**config.mk**
```make
export PLATFORM = sky130hd
export DESIGN_NAME = usb_link_ctl
export DESIGN_NICKNAME = d
export VERILOG_FILES = /design/src/rtl/usb_link_pkg.sv /design/src/rtl/usb_link_ctl_reg_wr.sv /design/src/rtl/usb_link_ctl.sv
export SDC_FILE = /design/constraint.sdc
export NUM_CORES = 1
export LEC_CHECK = 0
export CAP_MARGIN = 25
export CORE_ASPECT_RATIO = 0.8
export CORE_MARGIN = 1.5
export CORE_UTILIZATION = 40
export DETAILED_ROUTE_END_ITERATION = 8
export PLACE_DENSITY_LB_ADDON = 0.1
export SETUP_SLACK_MARGIN = 0.4
export SKIP_CTS_REPAIR_TIMING = 1
export SLEW_MARGIN = 20
export SYNTH_ARGS = -nofsm -noshare
export SYNTH_HDL_FRONTEND = slang
export SYNTH_SLANG_ARGS = --single-unit
```
**constraint.sdc**
```tcl
create_clock -name clk -period 1.9 [get_ports clk]
set_clock_uncertainty 0.15 [all_clocks]
set_input_delay 0.38 -clock clk [delete_from_list [all_inputs] [get_ports clk]]
set_output_delay 0.38 -clock clk [all_outputs]
set_load 0.1 [all_outputs]
```
**src/rtl/usb_link_pkg.sv**
```systemverilog
// Shared encodings for the USB link-state controller.
// Optional reg_rdy timeout/retry: USB_LINK_REG_TIMEOUT_EN.
package usb_link_pkg;

  typedef enum logic [2:0] {
    DISCONNECTED,
    INIT,
    FUNC,
    RESET,
    IDLE,
    SUSPEND
  } link_state_t;

  typedef enum logic [1:0] {
    R_IDLE,
    R_WR,
    R_WAIT,
    R_DONE
  } reg_state_t;

  localparam logic [1:0] LS_SE0 = 2'b00;
  localparam logic [1:0] LS_J   = 2'b01;
  localparam logic [1:0] LS_K   = 2'b10;

endpackage

```
**src/rtl/usb_link_ctl_reg_wr.sv**
```systemverilog
// ULPI single-register write engine with handshake.
// USB_LINK_REG_TIMEOUT_EN adds a reg_rdy timeout and retry.
module usb_ulpi_reg_wr
  import usb_link_pkg::*;
#(
  parameter int REG_TIMEOUT = 255
) (
  input  logic       clk,
  input  logic       rst,
  input  logic       start,
  input  logic [7:0] addr,
  input  logic [7:0] data,
  input  logic       reg_rdy,
  output logic       reg_en,
  output logic       reg_we,
  output logic [7:0] reg_addr,
  output logic [7:0] reg_din,
  output logic       done,
  output logic       reg_error
);

  reg_state_t state, state_nxt;
  logic       load;
  logic       expired;

`ifdef USB_LINK_REG_TIMEOUT_EN
  localparam int TW = $clog2(REG_TIMEOUT + 1);

  logic [TW-1:0] wcnt;

  assign expired = (wcnt == TW'(REG_TIMEOUT - 1));

  always_ff @(posedge clk or posedge rst) begin
    if (rst) begin
      wcnt      <= '0;
      reg_error <= 1'b0;
    end else begin
      if (state != R_WAIT) wcnt <= '0;
      else                 wcnt <= wcnt + 1'b1;
      if (state == R_WAIT && !reg_rdy && expired)
        reg_error <= 1'b1;
    end
  end
`else
  logic [7:0] unused_timeout;

  assign unused_timeout = 8'(REG_TIMEOUT);
  assign expired        = 1'b0;
  assign reg_error      = 1'b0;
`endif

  always_comb begin
    state_nxt = state;
    load      = 1'b0;
    unique case (state)
      R_IDLE: begin
        if (start) begin
          state_nxt = R_WR;
          load      = 1'b1;
        end
      end
      R_WR:   state_nxt = R_WAIT;
      R_WAIT: begin
        // a retry reissues the held entry unchanged
        if (reg_rdy)      state_nxt = R_DONE;
        else if (expired) state_nxt = R_WR;
      end
      R_DONE: state_nxt = R_IDLE;
      default: state_nxt = R_IDLE;
    endcase
  end

  always_ff @(posedge clk or posedge rst) begin
    if (rst) begin
      state    <= R_IDLE;
      reg_addr <= '0;
      reg_din  <= '0;
    end else begin
      state <= state_nxt;
      if (load) begin
        reg_addr <= addr;
        reg_din  <= data;
      end
    end
  end

  assign reg_en = (state == R_WR);
  assign reg_we = reg_en;
  assign done   = (state == R_DONE);

endmodule

```
**src/rtl/usb_link_ctl.sv**
```systemverilog
// USB link-state controller: ULPI setup tables and bus state.
// Optional reg_rdy timeout/retry: USB_LINK_REG_TIMEOUT_EN.
module usb_link_ctl
  import usb_link_pkg::*;
#(
  parameter int          NUM_INIT       = 1,
  parameter logic [31:0] INIT_ADDRS     = 32'h0000000A,
  parameter logic [31:0] INIT_DATA      = 32'h00000000,
  parameter logic [7:0]  FUNC_ADDR      = 8'h04,
  parameter logic [7:0]  FUNC_EN_VAL    = 8'h45,
  parameter logic [7:0]  FUNC_DIS_VAL   = 8'h49,
  parameter int          RESET_CYCLES   = 150,
  parameter int          SUSPEND_CYCLES = 180000,
  parameter int          CNT_W          = 18,
  parameter int          REG_TIMEOUT    = 255
) (
  input  logic       clk,
  input  logic       rst,
  input  logic       usb_enable,
  input  logic [1:0] line_state,
  output logic       usb_reset,
  output logic       usb_suspend,
  output logic       busy,
  output logic       reg_error,
  output logic       reg_en,
  output logic       reg_we,
  output logic [7:0] reg_addr,
  output logic [7:0] reg_din,
  input  logic       reg_rdy,
  input  logic [7:0] reg_dout
);

  localparam logic [1:0] IDX_LAST = 2'(NUM_INIT - 1);

  link_state_t state, state_nxt;
  logic [1:0]  idx, idx_nxt;
  logic        mode, mode_nxt;
  logic [CNT_W-1:0] cnt;
  logic [1:0]  ls_q;
  logic        in_link;
  logic        se0_hit;
  logic        j_hit;
  logic        done;
  logic [7:0]  wr_addr;
  logic [7:0]  wr_data;
  logic        unused_dout;

  assign unused_dout = ^reg_dout;

  assign in_link = (state == IDLE) || (state == SUSPEND);
  assign busy    = (state == INIT) || (state == FUNC);

  assign se0_hit = (line_state == LS_SE0) &&
                   (cnt >= CNT_W'(RESET_CYCLES));
  assign j_hit   = (line_state == LS_J) &&
                   (cnt >= CNT_W'(SUSPEND_CYCLES));

  assign wr_addr = (state == FUNC) ? FUNC_ADDR :
                   INIT_ADDRS[{idx, 3'b000} +: 8];
  assign wr_data = (state == FUNC) ?
                   (mode ? FUNC_EN_VAL : FUNC_DIS_VAL) :
                   INIT_DATA[{idx, 3'b000} +: 8];

  usb_ulpi_reg_wr #(
    .REG_TIMEOUT (REG_TIMEOUT)
  ) u_reg_wr (
    .clk       (clk),
    .rst       (rst),
    .start     (busy),
    .addr      (wr_addr),
    .data      (wr_data),
    .reg_rdy   (reg_rdy),
    .reg_en    (reg_en),
    .reg_we    (reg_we),
    .reg_addr  (reg_addr),
    .reg_din   (reg_din),
    .done      (done),
    .reg_error (reg_error)
  );

  always_comb begin
    state_nxt = state;
    idx_nxt   = idx;
    mode_nxt  = mode;
    unique case (state)
      DISCONNECTED: begin
        if (usb_enable) begin
          state_nxt = INIT;
          mode_nxt  = 1'b1;
          idx_nxt   = '0;
        end
      end
      INIT: begin
        if (done) begin
          if (idx == IDX_LAST) state_nxt = FUNC;
          else                 idx_nxt   = idx + 2'd1;
        end
      end
      FUNC: begin
        // a late disable reruns the table rather than being lost
        if (done) begin
          if (!mode) begin
            state_nxt = DISCONNECTED;
          end else if (usb_enable) begin
            state_nxt = RESET;
          end else begin
            state_nxt = INIT;
            mode_nxt  = 1'b0;
            idx_nxt   = '0;
          end
        end
      end
      RESET: begin
        if (!usb_enable) begin
          state_nxt = INIT;
          mode_nxt  = 1'b0;
          idx_nxt   = '0;
        end else if (line_state == LS_J) begin
          state_nxt = IDLE;
        end
      end
      IDLE: begin
        if (!usb_enable) begin
          state_nxt = INIT;
          mode_nxt  = 1'b0;
          idx_nxt   = '0;
        end else if (se0_hit) begin
          state_nxt = RESET;
        end else if (j_hit) begin
          state_nxt = SUSPEND;
        end
      end
      SUSPEND: begin
        if (!usb_enable) begin
          state_nxt = INIT;
          mode_nxt  = 1'b0;
          idx_nxt   = '0;
        end else if (line_state == LS_K) begin
          state_nxt = IDLE;
        end else if (se0_hit) begin
          state_nxt = RESET;
        end
      end
      default: state_nxt = DISCONNECTED;
    endcase
  end

  always_ff @(posedge clk or posedge rst) begin
    if (rst) begin
      state <= DISCONNECTED;
      idx   <= '0;
      mode  <= 1'b0;
    end else begin
      state <= state_nxt;
      idx   <= idx_nxt;
      mode  <= mode_nxt;
    end
  end

  always_ff @(posedge clk or posedge rst) begin
    if (rst) begin
      cnt  <= '0;
      ls_q <= LS_SE0;
    end else begin
      ls_q <= line_state;
      if (!in_link || line_state != ls_q) cnt <= '0;
      else if (cnt != '1)                 cnt <= cnt + 1'b1;
    end
  end

  always_ff @(posedge clk or posedge rst) begin
    if (rst) begin
      usb_reset   <= 1'b1;
      usb_suspend <= 1'b0;
    end else begin
      usb_reset   <= !in_link;
      usb_suspend <= (state == SUSPEND);
    end
  end

endmodule

```
==> results_dict.tcl, run 1 <==
set metrics [dict create \
    worstHoldStart "line_state[1]" \
    power_leakage_nw 1.51 \
    clk_pin_slew_ns 0.08 \
    yosysWarnings 0 \
    antenna_found_initial 0 \
    drive_gt1_frac 0.498 \
    dr_total_vias 2089 \
    worstPathArrival_ns 2.03 \
    violations "negative setup slack" \
    rsz0062_at_grt "yes" \
    layout_min_cycle_time_ns 2.00 \
    synth-edff-count 0 \
    whs_ns 0.201 \
    max_freq_ghz 0.501 \
    hpwl_um 3820 \
    fp-row-count 23 \
    crit_path_start "cnt[15]" \
    syn_avg_cell_area_um2 8.81 \
    die_area_um2 5940 \
    r2r-start "cnt[15]" \
    grt_overflow 0 \
    grt_max_degree 35 \
    grt_first_pass_wirelength_um 8620 \
    htree_num_levels 2 \
    layout_setup_ws_ns -0.0954 \
    clk_path_buf_depth 2 \
    async_reset_ff_frac 1.00 \
    yosysTopAreaCell "dfrtp_1" \
    crit_path_start_kind "register" \
    synthTopCellsByArea "dfrtp_1, buf_4, ha_1" \
    grt_pass1_vias 1810 \
    synth_top_area_frac 0.376 \
    final_nets 354 \
    wl_per_cell_um 14.9 \
    yosysSeqAreaShare 0.388 \
    cp_top_family "simple AND/OR/NAND/NOR gates" \
    final_util 0.708 \
    path_buf_inv 0 \
    antenna_cells 0 \
    power.density_nw_per_um2 1370 \
    cts-root-buf "clkbuf_8" \
    drv_cap 0 \
    cp_slowest_stage_delay_ns 0.41 \
    area.growth.synth_to_final_pct 66.1 \
    timing.final.hold_violations 0 \
    clock_sinks 34 \
    synth_flop_cell "dfrtp_1" \
    drc_errors 0 \
    worst_setup_path_end_kind "register" \
    gp_congestion 0.856 \
    fin_crit_sh 1.05 \
    slew_viol_final 0 \
    final_cell_area_um2 3640 \
    yosys_register_bits 34 \
    route.final.wire_length_um 5890 \
    clkLatencyLatePin_ns 0.30 \
    firstDrtPassIters 4 \
    cp_cell_sequence "nor4_2 > nand4_1 > o21ai_2 > mux2_4 > o32a_1" \
    io_buffers 17 \
    critical_path_class "reg -> reg" \
    tns_ns -0.130 \
    initial_core_util 0.426 \
    top_level_ports 36 \
    fp.dieW_um 85.8 \
    worstPathRequired_ns 1.93 \
    postRouteAntennaNets 0 \
    placed_area_um2 2990 \
    mappedNetlistArea_um2 2190 \
    grt_use_total 0.184 \
    cts_tree "built" \
    hp-class "in -> reg" \
    vias_per_cell 5.29 \
    drtIter0Drc 80 \
    crit_slowest_cell "dfrtp_1" \
    netlist_instances 249 \
    ys_types 49 \
    design.core.area_um2 5150 \
    critPathMaxFanout 2 \
    setup_violations 2 \
    power_w 0.00500 \
    run_status "complete, but fails checks" \
    cts_buffers 5 \
    vdd_drop_max_mv 0.896 \
    fp.dieH_um 69.3 \
    rrSetupSlack_ns -0.1 \
]
[layout by cell type, fill, tap and decap left out, types with 5 or more instances in the layout]
cell	count
buf_4	52
nor2_1	24
dfrtp_1	24
buf_6	18
buf_12	15
nand2_1	14
conb_1	10
inv_1	9
a21oi_1	9
xor2_1	9
o21ai_1	8
dfrtp_2	7
nand2b_1	6
o21ai_0	6
clkbuf_8	6
nand4_1	5
o211ai_1	5
o21ai_2	5
xnor2_1	5
[synth_stat cells, types with 4 or more instances]
| cell type | count |
|---|---|
| o21ai_0 | 18 |
| nand3_1 | 4 |
| nand4_1 | 5 |
| nor2_1 | 25 |
| inv_1 | 13 |
| and2_1 | 5 |
| nor2b_1 | 4 |
| a21oi_1 | 14 |
| nand2_1 | 17 |
| buf_2 | 4 |
| nor3_1 | 7 |
| clkbuf_1 | 4 |
| o211ai_1 | 5 |
| dfrtp_1 | 33 |
| nand2b_1 | 9 |
| nor4_1 | 4 |
| ha_1 | 8 |
| xnor2_1 | 7 |
| buf_4 | 14 |
| xor2_1 | 9 |
[power breakdown]
part / switching (W) / leakage, nW / internal, W / total, W
Combinational: 0.00184 / 1.01 / 0.00140 / 0.00324
Clock: 0.000283 / 0.0585 / 0.000428 / 0.000711
Sequential: 0.000180 / 0.436 / 0.000873 / 0.00105
Total: 0.00230 / 1.51 / 0.00270 / 0.00500
[final cells by class]
class | instances | area [um2]
Fill cell | 376 | 1510
Tap cell | 62 | 77.6
Multi-Input combinational cell | 187 | 1560
Clock buffer | 7 | 86.3
Timing Repair Buffer | 91 | 966
Clock inverter | 1 | 30.0
Sequential cell | 34 | 868
Inverter | 13 | 60.1
[worst register-to-register path, stage by stage (launching register included)]
cell and delay [ns]:
dfrtp_1 0.41, nor4_2 0.33, nand4_1 0.20, o21ai_2 0.21, mux2_4 0.31, o32a_1 0.28
[logic make-up (layout without fill, tap and decap cells)]
logic type	Yosys count	in the layout	synth area share
simple gates	91	91	0.220
flops	34	34	0.388
xor+xnor	16	16	0.0639
mux	1	1	0.00513
other cells	1	10	0.00171
fa+ha+maj	8	8	0.0456
compound gates	61	61	0.182
buf+inv	37	112	0.0929
[registers in the layout, indices dropped and copies added (netlist names)]
signal             count
cnt                   18
state                  3
u_reg_wr.reg_din       3
idx                    2
ls_q                   2
u_reg_wr.state         2
mode                   1
u_reg_wr.reg_addr      1
usb_reset              1
usb_suspend            1
[stage by stage]
stage	std cells	setup WS, ns
final	395	-0.0954
after global routing	395	-0.191
after CTS	366	-0.154
after detailed placement	358	-0.304
after global placement	358	-0.305
after floorplan	258	-0.132
[per-layer routing]
layer	global-route usage	share of wire
met4	0.0538	0.011
met3	0.0440	0.025
met5	0	0
met1	0.292	0.52
met2	0.244	0.44
[path summary, 6_finish.rpt]
path,end,cells after the start
setup / recovery,state[1],5
hold / removal,ls_q[1],2
setup reg to reg,state[1],5
hold reg to reg,idx[0],1
max in group asynchronous,usb_reset,3
min in group asynchronous,cnt[6],3
Power figures use the tool's default switching activity.
==> run 2: changes to the inputs <==
Settings changed: CORE_MARGIN 1.5 to default, DONT_BUFFER_PORTS from default to 1.
==> results_dict.tcl, run 2 (synthesized netlist as in run 1, its figures left out) <==
set metrics [dict create \
    grt_use_total 0.183 \
    grt_first_pass_wirelength_um 8160 \
    timing.final.hold_violations 0 \
    drtIter0Drc 67 \
    postRouteAntennaNets 0 \
    violations "design-rule violations, negative setup slack" \
    dr_total_vias 1988 \
    hp-class "in -> reg" \
    final_nets 333 \
    slew_viol_final 0 \
    layout_setup_ws_ns -0.0584 \
    cts-root-buf "clkbuf_8" \
    tightest_slew_ns 0.576 \
    fp.dieW_um 84.8 \
    rsz0062_at_grt "yes" \
    worstPathArrival_ns 1.43 \
    path_buf_inv 2 \
    setup_violations 2 \
    final_cell_area_um2 3310 \
    multiInputGateArea_um2 1540 \
    placed_area_um2 2690 \
    io_buffers 0 \
    max_freq_ghz 0.511 \
    clkLatencyLatePin_ns 0.28 \
    worst_setup_path_end_kind "output pin" \
    area.growth.synth_to_final_pct 51.0 \
    htree_num_levels 2 \
    layout_min_cycle_time_ns 1.96 \
    regMostFlops "cnt" \
    crit_path_start_kind "register" \
    final_common_cell "buf_4" \
    cp_top_family "flip-flops" \
    wl_per_cell_um 15.0 \
    drc_errors 2 \
    largestRegisters "cnt (18), state (3), u_reg_wr.reg_din (3)" \
    top_level_ports 36 \
    clock_sinks 34 \
    clk_path_buf_depth 2 \
    seqCellArea_um2 871 \
    worstPathRequired_ns 1.37 \
    gp_congestion 0.790 \
    dp_slack_ns -0.140 \
    grt_max_degree 35 \
    nFillCells 414 \
    grt_overflow 0 \
    drive_gt1_frac 0.452 \
    cp_slowest_stage_delay_ns 0.46 \
    largest_reg_flops 18 \
    hpwl_um 3570 \
    grt_pass1_vias 1650 \
    antenna_cells 0 \
    power_leakage_nw 1.34 \
    fin_crit_sh 1.03 \
    relSlewSlack 0.616 \
    antenna_found_initial 0 \
    power.density_nw_per_um2 1370 \
    drv_cap 0 \
    vdd_drop_max_mv 0.933 \
    firstDrtPassIters 6 \
    die_area_um2 5790 \
    critical_path_class "reg -> out" \
    fp-row-count 23 \
    route.final.wire_length_um 5610 \
    crit_slowest_cell "dfrtp_2" \
    fp.dieH_um 68.3 \
    design.core.area_um2 5150 \
    clk_pin_slew_ns 0.08 \
    cts_buffers 5 \
    cp_cell_sequence "buf_8 > nand2b_4 > a21oi_4 > buf_12" \
    initial_core_util 0.426 \
    vias_per_cell 5.32 \
    critPathMaxFanout 6 \
    cts_tree "built" \
    run_status "complete, but fails checks" \
    layout_common_cells "buf_4, dfrtp_1, nor2_1" \
]
run 2: cell count changes in the layout (fill, tap and decap cells not counted), moves of 3 or more:
cell	delta
buf_4	-10
dlymetal6s2s_1	-3
o21ai_1	+3
buf_12	-10
dlygate4sd3_1	+3
run 2: area by class of cell:
class	count	share of cell area
clock buffers	7	0.0261
clock inverters	1	0.00151
inverters	13	0.0181
multi-input cells	188	0.465
flip-flops and latches	34	0.263
well taps	62	0.0234
repair buffers	69	0.203
run 2: where the power goes:
part	leakage [nW]	switching (W)	internal (W)
combinational	0.859	0.00161	0.00115
clock	0.0482	0.000269	0.000293
sequential	0.437	0.000348	0.000873
run 2: final timing paths:
check | startpoint | end | slack, ns | cells past startpoint
worst max-delay path | state[1] | busy | -0.06 | 4
worst min-delay path | usb_enable | mode | 0.12 | 2
worst max register to register | cnt[14] | state[1] | -0.02 | 5
worst min register to register | idx[0] | idx[0] | 0.34 | 1
max in group asynchronous | rst | usb_reset | 0.91 | 3
min in group asynchronous | rst | cnt[15] | 0.43 | 3
run 2: worst reg2reg max path: stages (launching register included):
cell and delay (ns):
dfrtp_1 0.41, nor4_4 0.30, nand4_1 0.16, o21ai_2 0.16, mux2_2 0.34, o32a_1 0.29
run 2: metal layers:
metal | track usage | wire [um]
met1 | 0.284 | 2960
met2 | 0.247 | 2410
met3 | 0.0507 | 224
met4 | 0.0381 | 17
met5 | 0 | 0
run 2: stage by stage:
stage	power [W]	TNS (ns)	std cells	utilization	hold slack, ns
2_1_floorplan	0.00299	-0.160	258	-	0.261
3_3_place_gp	0.00331	-0.207	335	0.522	0.186
3_5_place_dp	0.00333	-0.230	335	0.522	0.187
4_1_cts	0.00389	-0.476	343	0.540	-0.126
5_1_grt	0.00478	-0.402	374	0.643	0.101
6_report	0.00454	-0.0751	374	0.643	0.119
==> run 3: changes to the inputs <==
Settings changed: PLACE_DENSITY_LB_ADDON 0.1 to 0.15.
==> results_dict.tcl, run 3 (synthesized netlist as in run 1, its figures left out) <==
set metrics [dict create \
    r2r-start "cnt[10]" \
    dp_slack_ns -0.0729 \
    drv_cap 0 \
    violations "design-rule violations, negative setup slack" \
    fp.dieH_um 68.3 \
    clk_path_buf_depth 2 \
    dp_cells 332 \
    regMostFlops "cnt" \
    critPathMaxFanout 4 \
    fin_cells 364 \
    timing.final.hold_violations 0 \
    crit_end "state[1]" \
    tns_ns -0.0775 \
    rrSetupSlack_ns -0.05 \
    worstPathRequired_ns 1.92 \
    area.growth.synth_to_final_pct 43.2 \
    grt_use_total 0.178 \
    max_freq_ghz 0.512 \
    run_status "complete, but fails checks" \
    wl_per_cell_um 14.7 \
    seqCellArea_um2 873 \
    antenna_found_initial 0 \
    hpwl_um 3350 \
    top_level_ports 36 \
    power.density_nw_per_um2 1440 \
    nFillCells 422 \
    vdd_drop_max_mv 0.880 \
    io_buffers 0 \
    fp.dieW_um 84.8 \
    firstDrtPassIters 9 \
    switching_share 0.480 \
    final_common_cell "buf_4" \
    grt_first_pass_wirelength_um 8020 \
    die_area_um2 5790 \
    slew_viol_final 0 \
    power.switching_w 0.00217 \
    crit_path_start "cnt[10]" \
    route.final.wire_length_um 5360 \
    largest_reg_flops 18 \
    r2r-end "state[1]" \
    grt_max_degree 35 \
    drc_errors 4 \
    critical_path_class "reg -> reg" \
    final_nets 323 \
    hp-class "in -> reg" \
    worst_setup_path_end_kind "register" \
    relSlewSlack 0.617 \
    drive_gt1_frac 0.421 \
    power_leakage_nw 1.27 \
    dr_total_vias 2004 \
    grt_overflow 0 \
    cts_tree "built" \
    layout_common_cells "buf_4, nor2_1, dfrtp_1" \
    power_w 0.00452 \
    fp-row-count 23 \
    fin_crit_sh 1.03 \
    clock_power_share 0.149 \
    p_comb_frac 0.586 \
    cts-root-buf "clkbuf_8" \
    worstPathArrival_ns 1.97 \
    cts_buffers 5 \
    design.core.area_um2 5150 \
    clkLatencyLatePin_ns 0.29 \
    gp_congestion 0.801 \
    initial_core_util 0.426 \
    largestRegisters "cnt (18), state (3), u_reg_wr.reg_din (3)" \
    reg2reg_depth 5 \
    antenna_cells 0 \
    tightest_slew_ns 0.575 \
    layout_min_cycle_time_ns 1.95 \
    layout_setup_ws_ns -0.0520 \
    htree_num_levels 2 \
    clk_pin_slew_ns 0.08 \
    vias_per_cell 5.51 \
    rsz0062_at_grt "yes" \
    crit_path_start_kind "register" \
    grt_pass1_vias 1641 \
    internal-power_w 0.00235 \
    setup_violations 2 \
    multiInputGateArea_um2 1470 \
    p_seq_frac 0.266 \
    postRouteAntennaNets 0 \
    drtIter0Drc 137 \
    clock_sinks 34 \
]
==> run 3: cell count changes in the layout (fill, tap and decap cells not counted), moves of 4 or more <==
cell / before / now
o21ai_0: 4 / 9
nand2_1: 12 / 17
buf_4: 42 / 38
o21ai_1: 11 / 6
==> run 3: final cells by class <==
| cell class | instances | area share |
|---|---|---|
| clock buffer | 5 | 0.0219 |
| tap | 62 | 0.0247 |
| inverter | 13 | 0.0175 |
| timing repair buffer | 60 | 0.178 |
| sequential | 34 | 0.278 |
| multi-input combinational | 187 | 0.467 |
| clock inverter | 3 | 0.0127 |
==> run 3: power by group through the flow <==
stage / Combinational [W] / Clock [W] / Sequential, W
3_5_place_dp: 0.00210 / 0 / 0.00122
2_1_floorplan: 0.00168 / 0 / 0.00131
4_1_cts: 0.00210 / 0.000691 / 0.00120
5_1_grt: 0.00283 / 0.000720 / 0.00122
3_3_place_gp: 0.00209 / 0 / 0.00122
6_report: 0.00265 / 0.000672 / 0.00120
==> run 3: stage by stage <==
step / util / area [um2] / hold slack [ns]
2_1_floorplan: - / 2440 / 0.261
3_3_place_gp: 0.513 / 2640 / 0.260
3_5_place_dp: 0.513 / 2640 / 0.262
4_1_cts: 0.534 / 2750 / -0.0501
5_1_grt: 0.610 / 3140 / 0.118
6_report: 0.610 / 3140 / 0.0808
==> run 3: how the worst min path moves through the flow <==
stage,start,end,slack [ns],cells past startpoint
finish,usb_enable,mode,0.08,2
global route,usb_enable,mode,0.12,2
CTS,rst,u_reg_wr.reg_din[6],-0.05,2
detailed placement,line_state[0],ls_q[0],0.26,0
global placement,rst,u_reg_wr.state[1],0.26,2
floorplan,line_state[0],ls_q[0],0.26,0
==> run 3: worst max-delay path, stage by stage (launching register included) <==
cell	delay, ns
dfrtp_1	0.44
nor4_1	0.33
nand4_1	0.14
o21ai_2	0.18
mux2_4	0.31
o32a_1	0.28
==> run 3: routing by layer <==
metal	global-route usage	wire, um
met5	0	0
met4	0.0508	57
met3	0.0422	202
met2	0.252	2290
met1	0.266	2810
